$ cat config.mk
export PLATFORM = sky130hd
export DESIGN_NAME = jpeg_bit_buffer
export DESIGN_NICKNAME = d
export VERILOG_FILES = /design/src/rtl/jpeg_bit_buffer.sv
export SDC_FILE = /design/constraint.sdc
export NUM_CORES = 1
export LEC_CHECK = 0
export ABC_AREA = 1
export BUFFER_PORTS_ARGS = -buffer_cell sky130_fd_sc_hd__buf_2
export CAP_MARGIN = 10
export CORE_AREA = 3 3 157 159
export CTS_CLUSTER_DIAMETER = 50
export DETAILED_ROUTE_END_ITERATION = 8
export DIE_AREA = 0 0 160 162
export RECOVER_POWER = 100
export SYNTH_ARGS = -nofsm -noshare
export SYNTH_HDL_FRONTEND = slang
export SYNTH_SLANG_ARGS = --single-unit
$ cat constraint.sdc
create_clock -name clk -period 6.7 [get_ports clk]
set_clock_uncertainty 0.15 [all_clocks]
set_input_delay 1.34 -clock clk [delete_from_list [all_inputs] [get_ports clk]]
set_output_delay 1.34 -clock clk [all_outputs]
set_load 0.05 [all_outputs]
$ cat src/rtl/jpeg_bit_buffer.sv
// jpeg_bit_buffer
//   Scan-data front end for the entropy decoder. It accepts IN_W-bit words,
//   strips JPEG byte stuffing (FF00 -> FF), drops fill bytes (FF FF), and
//   stops at markers. The surviving bytes are packed into an MSB-aligned bit
//   buffer that the Huffman decoder reads through a PEEK_W-bit window.
//
// Ports
//   clk, rst          clock; synchronous reset, active low
//   data_in/valid_in  scan word in; byte 0 is data_in[IN_W-1 -: 8]
//   request           ready for a word (staging empty, no marker pending)
//   peek/fill         next PEEK_W bits (oldest at MSB) / valid bit count
//   consume_en/consume  drop 'consume' bits this cycle (clamped to fill)
//   align             drop (fill mod 8) bits after the consume
//   marker_hit/code   marker found, extraction paused / its second byte
//   marker_ack        release a pending marker
//   clear             soft flush, same end state as reset
module jpeg_bit_buffer #(
    parameter int IN_W   = 32,
    parameter int PEEK_W = 32,
    parameter int BUF_W  = 64,
    parameter int CNT_W  = $clog2(BUF_W + 1),
    parameter int CONS_W = $clog2(PEEK_W + 1)
) (
    input  logic              clk,
    input  logic              rst,
    input  logic [IN_W-1:0]   data_in,
    input  logic              valid_in,
    output logic              request,
    output logic [PEEK_W-1:0] peek,
    output logic [CNT_W-1:0]  fill,
    input  logic              consume_en,
    input  logic [CONS_W-1:0] consume,
    input  logic              align,
    output logic              marker_hit,
    output logic [7:0]        marker_code,
    input  logic              marker_ack,
    input  logic              clear
);

    localparam int NB    = IN_W / 8;
    localparam int IDX_W = $clog2(NB + 1);

    logic [IN_W-1:0]  stg_q, stg_d;      // current byte always at the top
    logic             stg_vld_q, stg_vld_d;
    logic [IDX_W-1:0] rem_q, rem_d;      // bytes left in staging
    logic [BUF_W-1:0] buf_q, buf_d;
    logic [CNT_W-1:0] fill_q, fill_d;
    logic             prev_ff_q, prev_ff_d;
    logic             hit_q, hit_d;
    logic [7:0]       code_q, code_d;

    logic [CNT_W-1:0] cons_amt, fill_c, algn_amt, fill_a;
    logic [7:0]       cur, app_byte;
    logic             room, app_en, adv;

    assign request     = rst && !stg_vld_q && !hit_q && !clear;
    assign peek        = buf_q[BUF_W-1 -: PEEK_W];
    assign fill        = fill_q;
    assign marker_hit  = hit_q;
    assign marker_code = code_q;
    assign cur         = stg_q[IN_W-1 -: 8];

    always_comb begin
        // removal: consume first (clamped), then align on the reduced fill
        cons_amt = '0;
        if (consume_en)
            cons_amt = (CNT_W'(consume) > fill_q) ? fill_q : CNT_W'(consume);
        fill_c   = fill_q - cons_amt;
        algn_amt = align ? CNT_W'(fill_c[2:0]) : '0;
        fill_a   = fill_c - algn_amt;
        // space check uses the fill after consume only
        room     = fill_c <= CNT_W'(BUF_W - 8);

        app_en    = 1'b0;
        app_byte  = cur;
        adv       = 1'b0;
        prev_ff_d = prev_ff_q;
        hit_d     = hit_q;
        code_d    = code_q;

        if (stg_vld_q && !hit_q) begin
            if (!prev_ff_q) begin
                if (cur == 8'hFF) begin
                    prev_ff_d = 1'b1;
                    adv       = 1'b1;
                end else if (room) begin
                    app_en = 1'b1;
                    adv    = 1'b1;
                end
            end else begin
                if (cur == 8'h00) begin
                    // stuffed FF: needs space, otherwise hold everything
                    if (room) begin
                        app_en    = 1'b1;
                        app_byte  = 8'hFF;
                        prev_ff_d = 1'b0;
                        adv       = 1'b1;
                    end
                end else if (cur == 8'hFF) begin
                    adv = 1'b1;                  // fill byte, keep prev_ff
                end else begin
                    hit_d     = 1'b1;
                    code_d    = cur;
                    prev_ff_d = 1'b0;
                    adv       = 1'b1;
                end
            end
        end

        if (hit_q && marker_ack)
            hit_d = 1'b0;

        buf_d = buf_q << (cons_amt + algn_amt);
        if (app_en)
            buf_d = buf_d | ({app_byte, {(BUF_W-8){1'b0}}} >> fill_a);
        fill_d = fill_a + (app_en ? CNT_W'(8) : '0);

        stg_d     = stg_q;
        stg_vld_d = stg_vld_q;
        rem_d     = rem_q;
        if (adv) begin
            if (rem_q == IDX_W'(1)) begin
                stg_vld_d = 1'b0;
            end else begin
                stg_d = stg_q << 8;
                rem_d = rem_q - IDX_W'(1);
            end
        end
        // request implies staging is empty, so this never overlaps adv
        if (valid_in && request) begin
            stg_d     = data_in;
            stg_vld_d = 1'b1;
            rem_d     = IDX_W'(NB);
        end
    end

    always_ff @(posedge clk) begin
        if (!rst || clear) begin
            stg_q     <= '0;
            stg_vld_q <= 1'b0;
            rem_q     <= '0;
            buf_q     <= '0;
            fill_q    <= '0;
            prev_ff_q <= 1'b0;
            hit_q     <= 1'b0;
            code_q    <= '0;
        end else begin
            stg_q     <= stg_d;
            stg_vld_q <= stg_vld_d;
            rem_q     <= rem_d;
            buf_q     <= buf_d;
            fill_q    <= fill_d;
            prev_ff_q <= prev_ff_d;
            hit_q     <= hit_d;
            code_q    <= code_d;
        end
    end

endmodule
Yosys cells after proc, flatten, opt, wreduce, memory -nomap -nowiden
Cells that the tools add are included.
{"block": "totals", "register_bits": 117, "inputBits": 45, "output_inout_bits": 49, "wordCells": 76}
{"block": "classes", "add_sub_neg": 5, "n_lt_le_gt_ge": 2, "n_eq_ne": 3, "shift": 2, "mux": 31, "bitwise": 4, "reduce_logical": 20}
{"cell": "32-bit two-way mux", "n": 3}
{"cell": "64-bit two-way mux", "n": 1}
{"cell": "64-bit OR", "n": 1}
{"cell": "64-bit by 7-bit << shifter with 64-bit output", "n": 1}
{"cell": "64-bit by 7-bit >> shifter with 64-bit output", "n": 1}
{"cell": "8-bit two-way mux", "n": 4}
{"cell": "1-bit two-way mux", "n": 16}
{"cell": "7-bit two-way mux", "n": 2}
{"cell": "3-bit two-way mux", "n": 4}
{"cell": "8-bit == test (second input constant)", "n": 1}
{"cell": "8-bit logical NOT", "n": 1}
{"cell": "7-bit by 3-bit adder with 7-bit output", "n": 1}
{"cell": "7-bit by 4-bit adder with 7-bit output", "n": 1}
{"cell": "6-bit by 7-bit > comparator with 1-bit output", "n": 1}
{"cell": "7-bit by 6-bit less-or-equal comparator with 1-bit output (second input constant)", "n": 1}
{"cell": "7-bit by 3-bit subtractor with 7-bit output", "n": 1}
{"cell": "7-bit subtractor", "n": 1}
{"cell": "1-bit logical AND", "n": 6}
{"cell": "2-bit AND reduction", "n": 3}
{"cell": "1-bit logical NOT", "n": 4}
{"cell": "4-bit two-way mux", "n": 1}
{"cell": "4-bit AND reduction", "n": 1}
{"cell": "2-bit nonzero test", "n": 2}
{"cell": "2-bit OR reduction", "n": 2}
{"cell": "5 further kinds", "n": 7}

Longest topological paths before layout
Gate-level depths: netlist of run 1.
{"block": "depth", "word_depth": 12, "ltp_mapped": 33, "ltp_nobuf": 32}

Worst setup path after synthesis of run 1
Ideal clock, no wire load.
{"block": "synth_timing", "path_kind": "input to register", "from": "input port consume[5]", "to": "register buf_q[56]", "setup_ns": 0.110, "arrival_ns": 5.105, "required_ns": 6.440, "path_slack_ns": 1.335, "path_stages": 23, "path_buffers": 2, "path_cell_list": "ha_1 -> inv_1 -> nor3_2 -> nand3_1 -> nand2_4 -> nor2_1 -> nor3_1 -> inv_1 -> fa_1 -> or2_2 -> nand2_1 -> nor2_1 -> ha_1 -> xor2_1 -> clkbuf_1 -> clkbuf_1 -> nand3_1 -> nand3_1 -> nand3_1 -> nand3_1 -> nand3_1 -> nand2_1 -> inv_1"}
{"block": "synth_via", "elab_chain_cells": 12, "word_cells_on_any_way": 21, "cone_classes": "3 x add/sub; 2 x order compare; 2 x shift; 13 x mux; 1 x bitwise"}
{"item": "start: declaration", "line": "32", "rtl": "input logic [CONS_W-1:0] consume,"}
{"item": "6-bit by 7-bit > comparator with 1-bit output", "line": "67", "rtl": "cons_amt = (CNT_W'(consume) > fill_q) ? fill_q : CNT_W'(consume);"}
{"item": "7-bit two-way mux *", "line": "67"}
{"item": "7-bit two-way mux *", "line": "66", "rtl": "if (consume_en)"}
{"item": "7-bit subtractor", "line": "68", "rtl": "fill_c = fill_q - cons_amt;"}
{"item": "7-bit by 6-bit less-or-equal comparator with 1-bit output", "line": "72", "rtl": "room = fill_c <= CNT_W'(BUF_W - 8);"}
{"item": "8-bit two-way mux", "line": "93", "rtl": "if (room) begin"}
{"item": "8-bit two-way mux", "line": "91", "rtl": "if (cur == 8'h00) begin"}
{"item": "8-bit two-way mux", "line": "82", "rtl": "if (!prev_ff_q) begin"}
{"item": "8-bit two-way mux", "line": "81", "rtl": "if (stg_vld_q && !hit_q) begin"}
{"item": "64-bit by 7-bit >> shifter with 64-bit output", "line": "115", "rtl": "buf_d = buf_d | ({app_byte, {(BUF_W-8){1'b0}}} >> fill_a);"}
{"item": "64-bit OR", "line": "115"}
{"item": "64-bit two-way mux *", "line": "114", "rtl": "if (app_en)"}
{"item": "end signal: assignment", "line": "151", "rtl": "buf_q <= buf_d;"}
{"item": "end: declaration", "line": "46", "rtl": "logic [BUF_W-1:0] buf_q, buf_d;"}
Mark *: on every way between the ends. The rest lies on a longest branch, timed or not.
A chain may end at the register's enable or synchronous reset.

Worst setup path after layout of run 1
{"block": "layout_timing", "from": "input port consume[5]", "to": "register buf_q[21]"}
Same word-level chain as after synthesis.

==> results of run 1 <==
-- cell usage after synthesis (all sizes together) --
| library cell | instances | area share [%] |
|---|---|---|
| clkbuf | 54 | 2.0 |
| a31o | 1 | 0.084 |
| fa | 2 | 0.38 |
| or2 | 3 | 0.20 |
| nor3 | 6 | 0.34 |
| a31oi | 23 | 1.4 |
| nor4 | 2 | 0.12 |
| and2 | 3 | 0.18 |
| xor2 | 6 | 0.58 |
| inv | 169 | 6.1 |
| xnor2 | 1 | 0.084 |
| dfxtp | 117 | 22 |
| a21oi | 73 | 3.6 |
| o21ai | 28 | 1.3 |
| nor2 | 51 | 2.0 |
| buf | 98 | 5.7 |
| conb | 1 | 0.036 |
| o211ai | 1 | 0.12 |
| nand3 | 695 | 33 |
| a22oi | 3 | 0.22 |
| nand4 | 40 | 2.5 |
| ha | 19 | 2.3 |
| clkinv | 3 | 0.11 |
| nand2 | 401 | 15 |
-- flip-flops by register name, summed over array words and instances, names as in the netlist --
name,count
prev_ff_q,1
marker_code,8
stg_q,32
stg_vld_q,1
marker_hit,1
rem_q,3
buf_q,64
fill,7
-- worst min path at each step --
stage	to	slack (ps)	cells after the start
6_report	marker_code[4]	300	2
5_1_grt	marker_code[4]	330	2
4_1_cts	marker_code[4]	300	2
3_5_place_dp	marker_code[1]	290	2
3_3_place_gp	marker_code[1]	280	2
2_1_floorplan	stg_q[6]	290	2
-- worst max-delay path: stages --
cell      delay, ps
clkbuf_1         90
ha_1            280
inv_1            50
nor3_1          210
nand2_1          80
nand2_1          90
nand2_1         180
inv_1           150
nor2_1           50
nor3_1          350
inv_1           150
fa_1            440
or2_2           330
nand2_1          80
nor2_1           50
ha_1            420
a21oi_1         100
or2_0           250
or2_4           250
nand2_1         150
inv_2           250
buf_12          240
nand2_1          90
nand3_1          80
a21oi_1         380
-- per-stage QoR --
step	std cells	cell area, um^2	worst slack (ps)	util, %
after global placement	2088	10800	653	46.3
after detailed placement	2088	10800	576	46.3
after CTS	2120	11400	1010	48.8
after floorplan	1800	10400	1340	-
final	2121	11300	684	48.5
after global routing	2121	11300	305	48.5
-- metal layers --
| layer | track usage, % | up-vias |
|---|---|---|
| li1 | - | 6051 |
| met1 | 40.8 | 5870 |
| met2 | 48.4 | 598 |
| met3 | 5.64 | 95 |
| met4 | 13.0 | 0 |
| met5 | 0 | - |
-- logic make-up after synthesis --
| group | Yosys count |
|---|---|
| buffers and inverters | 324 |
| XOR/XNOR | 7 |
| AND/OR/NAND/NOR | 1201 |
| other | 1 |
| flip-flops | 117 |
| adder cells (fa/ha/maj) | 21 |
| AO/OA/AOI/OAI | 129 |
-- final cells by class --
| class | count | area (um^2) | area share, % |
|---|---|---|---|
| Multi-Input combinational cell | 1359 | 6640 | 58.5 |
| Sequential cell | 117 | 2340 | 20.6 |
| Inverter | 172 | 648 | 5.71 |
| Timing Repair Buffer | 122 | 726 | 6.40 |
| Tap cell | 319 | 399 | 3.52 |
| Clock inverter | 15 | 171 | 1.51 |
| Clock buffer | 17 | 425 | 3.75 |
==> summary.txt, run 1 <==
Timing
  • Final setup viols: 0
  • Slew Limit Fails: 119
  • Setup_tns: 0 ps
  • Hold_ws: 298 ps
  • Final period util: 89.8%
  • Slew margin rel.: -149%
  • Worst slew pin tran: 3730 ps
  • Final hold violations: 0
  • Min Tclk post-route: 6020 ps
  • Unrepaired setup endpoints after global routing: false
  • Achievable Freq: 166 MHz

Floorplan
  • Die width: 160 um
  • Core Box Area: 23400 um^2
  • Num rows: 56
  • Initial core utilization: 44.5%
  • Die ar.: 25900 um^2
  • Ports: 94
  • Die Y: 162 um

Cells and area
  • Diode count: 0
  • Fillers: 2665
  • Most common cell after layout, fill and taps aside: nand3_1
  • Final nets: 1855
  • Share of post-route cells with drive strength above 1: 7.05%
  • Area delta synth->final: 8.88%
  • Most frequent cells in the layout: nand3_1 (694), nand2_1 (397), inv_1 (163), dfxtp_1 (117), a21oi_1 (72)

Place
  • IO Port Bufs: 93
  • Hpwl dp: 29600 um
  • RD Place Congestion: 0.980

Logic synthesis
  • Compound-Gate Fraction of Synth Area: 6.76%
  • Post-Synthesis Cell Area: 10400 um^2
  • Post-synthesis mux area share: 0%
  • Post-synthesis xor/xnor area fraction: 0.660%
  • Distinct cell type count after synthesis: 43
  • Post-synthesis simple-gate area fraction: 53.5%
  • Synth Instances: 1800
  • Syn_area_per_cell: 5.79 um^2
  • Post-synthesis adder-cell area fraction: 2.67%
  • Synthesized Nets: 1866
  • Largest family of logic cells by synthesized area: simple AND/OR/NAND/NOR gates
  • Ys Warns: 0
  • Post-synthesis sequential area ratio: 22.5%
  • Number of synthesized register bits: 117

Status
  • Failing checks: max-capacitance violations, max-slew violations
  • Status: finished with violations

Route
  • DR WL/cell: 19.0 um
  • Met2 Wirelength: 18200 um
  • Routed Antenna Nets: 0
  • Residual DRC: 0
  • Routed length on met1: 17000 um
  • Top Layer Used: met4
  • WL met3: 3530 um
  • Routed wire length: 40300 um
  • Total number of vias: 12600
  • Iter 0 DRT Violations: 1635
  • Drt via density: 5.95
  • TritonRoute pass-1 iters: 6

Worst setup path
  • Crit path launch: consume[5]
  • Reg2reg setup slack: 1200 ps
  • Crit path required time: 6810 ps
  • Crit path max fanout: 28
  • Crit. End Element: register
  • WS Path Type: input pin to register
  • Critical path startpoint category: input pin
  • CP Data Arrival Time: 6130 ps
  • CP endpoint: buf_q[21]
  • Worst R2R Start: fill[5]
  • Register-to-Register Path Depth: 25
  • R2r endpoint: buf_q[21]

Global route
  • Gr usage total: 30.5%
  • Initial antenna violation count: 1
  • Grt total ovfl: 0
  • Vias in the first global route: 11600
  • Largest net degree at the start of global routing: 77
  • First-pass GRT wire length: 63300 um

Clock network
  • H-Tree Depth: 4
  • Post-CTS Setup Inserts: 0
  • Clock buffer depth: 2
  • CTS resizes: 0
  • Root Driver: clkbuf_16
  • Clk sinks: 117
  • CTS tree: built
  • CTS buffer count: 17
  • Hold buffer count at CTS: 0
  • Clock Latency Late Sink: 440 ps
  • Clock Pin Slew Worst Setup and Hold Paths: 70 ps

Flow run
  • Max-cap check violation count: 2

Min path
  • Worst hold start: marker_code[4]
  • HP Class: register to register
Power of run 1 is left out: the tool's default activity adds up to more than one toggle a clock period on the data nets, which glitch-free logic cannot reach.
==> run 2, diff against run 1 <==
Settings changed: ABC_AREA 1 to unset, CORE_AREA 3 3 157 159 to 2 2 157 159, DIE_AREA 0 0 160 162 to 0 0 159 161, REMOVE_ABC_BUFFERS set to 1.
==> run 2 against run 1 <==
Net effect:
- count of clock-buffer cells in the layout unchanged
- die area decreased by 1.2%
- non-clock buffer count increased by 116
- highest routed layer unchanged
- the flow now finishes without violations
- routed wire length increased by 5.2%
- critical path depth decreased by 5
- critical endpoint is now buf_q[17]
==> summary.txt, run 2 <==
Timing
  • Slew Limit Fails: 0 (was 119)
  • Min Tclk post-route: 6430 ps (was 6020 ps)
  • Slew margin rel.: 27.9% (was -149%)
  • Worst slew pin tran: 1080 ps (was 3730 ps)
  • Final period util: 95.9% (was 89.8%)
  • Final hold violations: 0 (unchanged)
  • Unrepaired setup endpoints after global routing: false (unchanged)
  • Achievable Freq: 156 MHz (was 166 MHz)
  • Setup_tns: 0 ps (unchanged)
  • Final setup viols: 0 (unchanged)

Place
  • RD Place Congestion: 1.00 (was 0.980)
  • Hpwl dp: 32800 um (was 29600 um)
  • IO Port Bufs: 93 (unchanged)

Global route
  • Initial antenna violation count: 0 (was 1)
  • Vias in the first global route: 10700 (was 11600)
  • Gr usage total: 32.6% (was 30.5%)
  • Grt total ovfl: 0 (unchanged)
  • First-pass GRT wire length: 64500 um (was 63300 um)
  • Largest net degree at the start of global routing: 94 (was 77)

Logic synthesis
  • Number of synthesized register bits: 117 (unchanged)
  • Most used DFF post-synth: dfxtp_1 (unchanged)
  • Post-synthesis xor/xnor area fraction: 0.663% (was 0.660%)
  • Synth cell count leaders: nand2_1 (168), mux2i_1 (161), dfxtp_1 (117) (was nand3_1 (694), nand2_1 (395), inv_1 (164))
  • Post-synth EDFFs: 0 (unchanged)
  • Count leader, synth: nand2_1 (was nand3_1)
  • Post-Synthesis Cell Area: 10600 um^2 (was 10400 um^2)
  • Top cell type by total area after synthesis: dfxtp_1 (was nand3_1)
  • Post-synthesis mux area share: 24.2% (was 0%)
  • Distinct cell type count after synthesis: 91 (was 43)
  • Post-synth ARST share: 0% (unchanged)
  • Post-synthesis simple-gate area fraction: 18.7% (was 53.5%)
  • Compound-Gate Fraction of Synth Area: 24.0% (was 6.76%)
  • Post-synthesis adder-cell area fraction: 2.63% (was 2.67%)
  • Post-synthesis sequential area ratio: 22.2% (was 22.5%)
  • Ys Warns: 0 (unchanged)
  • Synth area leaders: dfxtp_1 (22%), mux2i_1 (15%), mux4_2 (7.0%), nand2_1 (6.0%), a22oi_1 (4.2%) (was nand3_1 (33%), dfxtp_1 (22%), nand2_1 (14%), inv_1 (5.9%), a21oi_1 (3.5%))
  • Largest family of logic cells by synthesized area: multiplexers (was simple AND/OR/NAND/NOR gates)
  • Synth Instances: 1296 (was 1800)
  • Top-area cell type share of the netlist area: 22.2% (was 33.3%)
  • Syn_area_per_cell: 8.15 um^2 (was 5.79 um^2)

Route
  • Routed Antenna Nets: 0 (unchanged)
  • Drt via density: 6.33 (was 5.95)
  • Residual DRC: 0 (unchanged)
  • Routed wire length: 42400 um (was 40300 um)
  • TritonRoute pass-1 iters: 6 (unchanged)
  • DR WL/cell: 24.0 um (was 19.0 um)
  • Iter 0 DRT Violations: 1215 (was 1635)
  • Total number of vias: 11200 (was 12600)

Worst setup path
  • CP bufs+invs: 3 (was 6)
  • Crit-path max cell delay: 590 ps (was 440 ps)
  • R2r endpoint: buf_q[17] (was buf_q[21])
  • Cell Chain, Critical Path: buf_2 -> ha_1 -> nand3b_1 -> a21oi_4 -> o32ai_1 -> nor3_1 -> ha_1 -> inv_1 -> fa_1 -> a211o_1 -> a2111oi_0 -> nor3_1 -> a311oi_2 -> nor2_1 -> or4_1 -> a22o_1 -> a31oi_2 -> clkbuf_1 -> nand3_1 -> o311ai_2
  • WS Path Type: input pin to register (unchanged)
  • Crit. End Element: register (unchanged)
  • Crit path launch: consume[1] (was consume[5])
  • Crit path max fanout: 5 (was 28)
  • Worst R2R Start: fill[4] (was fill[5])
  • CP endpoint: buf_q[17] (was buf_q[21])
  • Critical path startpoint category: input pin (unchanged)
  • Worst path slowest cell: a2111oi_0 (was fa_1)
  • CP Data Arrival Time: 6590 ps (was 6130 ps)
  • CP top delay family: compound AO/OA/AOI/OAI gates (was simple AND/OR/NAND/NOR gates)
  • Crit path required time: 6860 ps (was 6810 ps)
  • Register-to-Register Path Depth: 21 (was 25)
  • Reg2reg setup slack: 660 ps (was 1200 ps)
  • WP depth: 20 (was 25)

Cells and area
  • Final nets: 1496 (was 1855)
  • Area delta synth->final: 17.4% (was 8.88%)
  • Most frequent cells in the layout: nand2_1 (168), mux2i_1 (161), buf_4 (118), dfxtp_1 (117), nor2_1 (104) (was nand3_1 (694), nand2_1 (397), inv_1 (163), dfxtp_1 (117), a21oi_1 (72))
  • Biggest register: buf_q (unchanged)
  • Share of post-route cells with drive strength above 1: 19.8% (was 7.05%)
  • Fillers: 2406 (was 2665)
  • Most common cell after layout, fill and taps aside: nand2_1 (was nand3_1)
  • Number of flip-flops under the largest register name: 64 (unchanged)
  • Diode count: 0 (unchanged)

Floorplan
  • Initial core utilization: 44.1% (was 44.5%)
  • Die width: 159 um (was 160 um)
  • Die Y: 161 um (was 162 um)
  • Num rows: 57 (was 56)
  • Ports: 94 (unchanged)
  • Die ar.: 25600 um^2 (was 25900 um^2)
  • Core Box Area: 24000 um^2 (was 23400 um^2)

Clock network
  • H-Tree Depth: 4 (unchanged)
  • CTS buffer count: 17 (unchanged)
  • Clock buffer depth: 2 (unchanged)
  • Clock Latency Late Sink: 440 ps (about the same)
  • Clk sinks: 117 (unchanged)
  • Root Driver: clkbuf_16 (unchanged)
  • Post-CTS Setup Inserts: 0 (unchanged)
  • CTS tree: built (unchanged)
  • Clock Pin Slew Worst Setup and Hold Paths: 60 ps (was 70 ps)

Flow run
  • Max-cap check violation count: 0 (was 2)

Status
  • Status: finished clean (was finished with violations)

Power
  • Worst vdd ir: 330 uV
  • Pleak: 4.61 nW
  • P per Cell Area: 492 nW/um^2
  • Design Power: 0.00610 W

Min path
  • HP Class: register to register (unchanged)
-- run 2: through the flow --
step	cell area, um^2	worst slack, ps	hold slack, ps	util (%)	std cells
floorplan	9890	-2860	286	-	1173
global placement	12000	-79.9	292	50.1	1734
detailed placement	12000	-173	296	50.1	1734
CTS	12600	263	305	52.4	1766
global route	12400	11.4	327	51.7	1767
finish	12400	274	303	51.7	1767
-- run 2: cell families after synthesis --
group | count (synthesis)
AOI/OAI and AO/OA | 348
adders and majority gates | 21
DFF | 117
xor gates and xnor gates | 8
other | 1
muxes | 211
and+or+nand+nor | 431
buffers and inverters | 159
-- run 2: cell type report --
type | count | area (um^2) | share of cell area [%]
clock buffers | 17 | 425 | 3.43
clock inverters | 15 | 123 | 0.989
inverters | 36 | 135 | 1.09
multi-input cells | 1020 | 7460 | 60.1
flip-flops and latches | 117 | 2340 | 18.9
well taps | 324 | 405 | 3.27
repair buffers | 238 | 1510 | 12.2
-- run 2: report_power, final --
| part | switching [W] | leakage, nW | internal [W] |
|---|---|---|---|
| logic | 0.00270 | 3.41 | 0.00166 |
| registers | 0.0000967 | 0.946 | 0.000757 |
| clock network | 0.000407 | 0.256 | 0.000480 |
| total | 0.00321 | 4.61 | 0.00290 |
-- run 2: what timing repair did --
action                                  4_1_cts  5_1_grt
gates resized for setup                       0        4
endpoints found under the hold margin         0        0
endpoints found under the setup margin        0       10
hold buffers                                  0        0
-- run 2: per-layer routing --
layer / GRT usage (%) / vias up / wire, um
met3: 5.65 / 120 / 3440
met4: 13.4 / 0 / 1790
met2: 52.7 / 574 / 19500
met1: 43.4 / 5373 / 17700
li1: - / 5123 / -
met5: 0 / - / 0
-- run 2: worst min-delay path: stages (launching register included) --
cell	delay, ps
dfxtp_1	310
nand2_1	50
a21oi_1	50
-- run 2: how the worst min path moves through the flow --
stage	start	end	slack (ps)	cells past startpoint
floorplan	stg_q[14]	stg_q[14]	290	2
global placement	stg_q[22]	stg_q[22]	290	2
detailed placement	stg_q[22]	stg_q[22]	300	2
CTS	stg_q[22]	stg_q[22]	310	2
global route	stg_q[20]	stg_q[20]	330	2
finish	stg_q[21]	stg_q[21]	300	2
No activity file was read; power rests on OpenSTA's default activity.
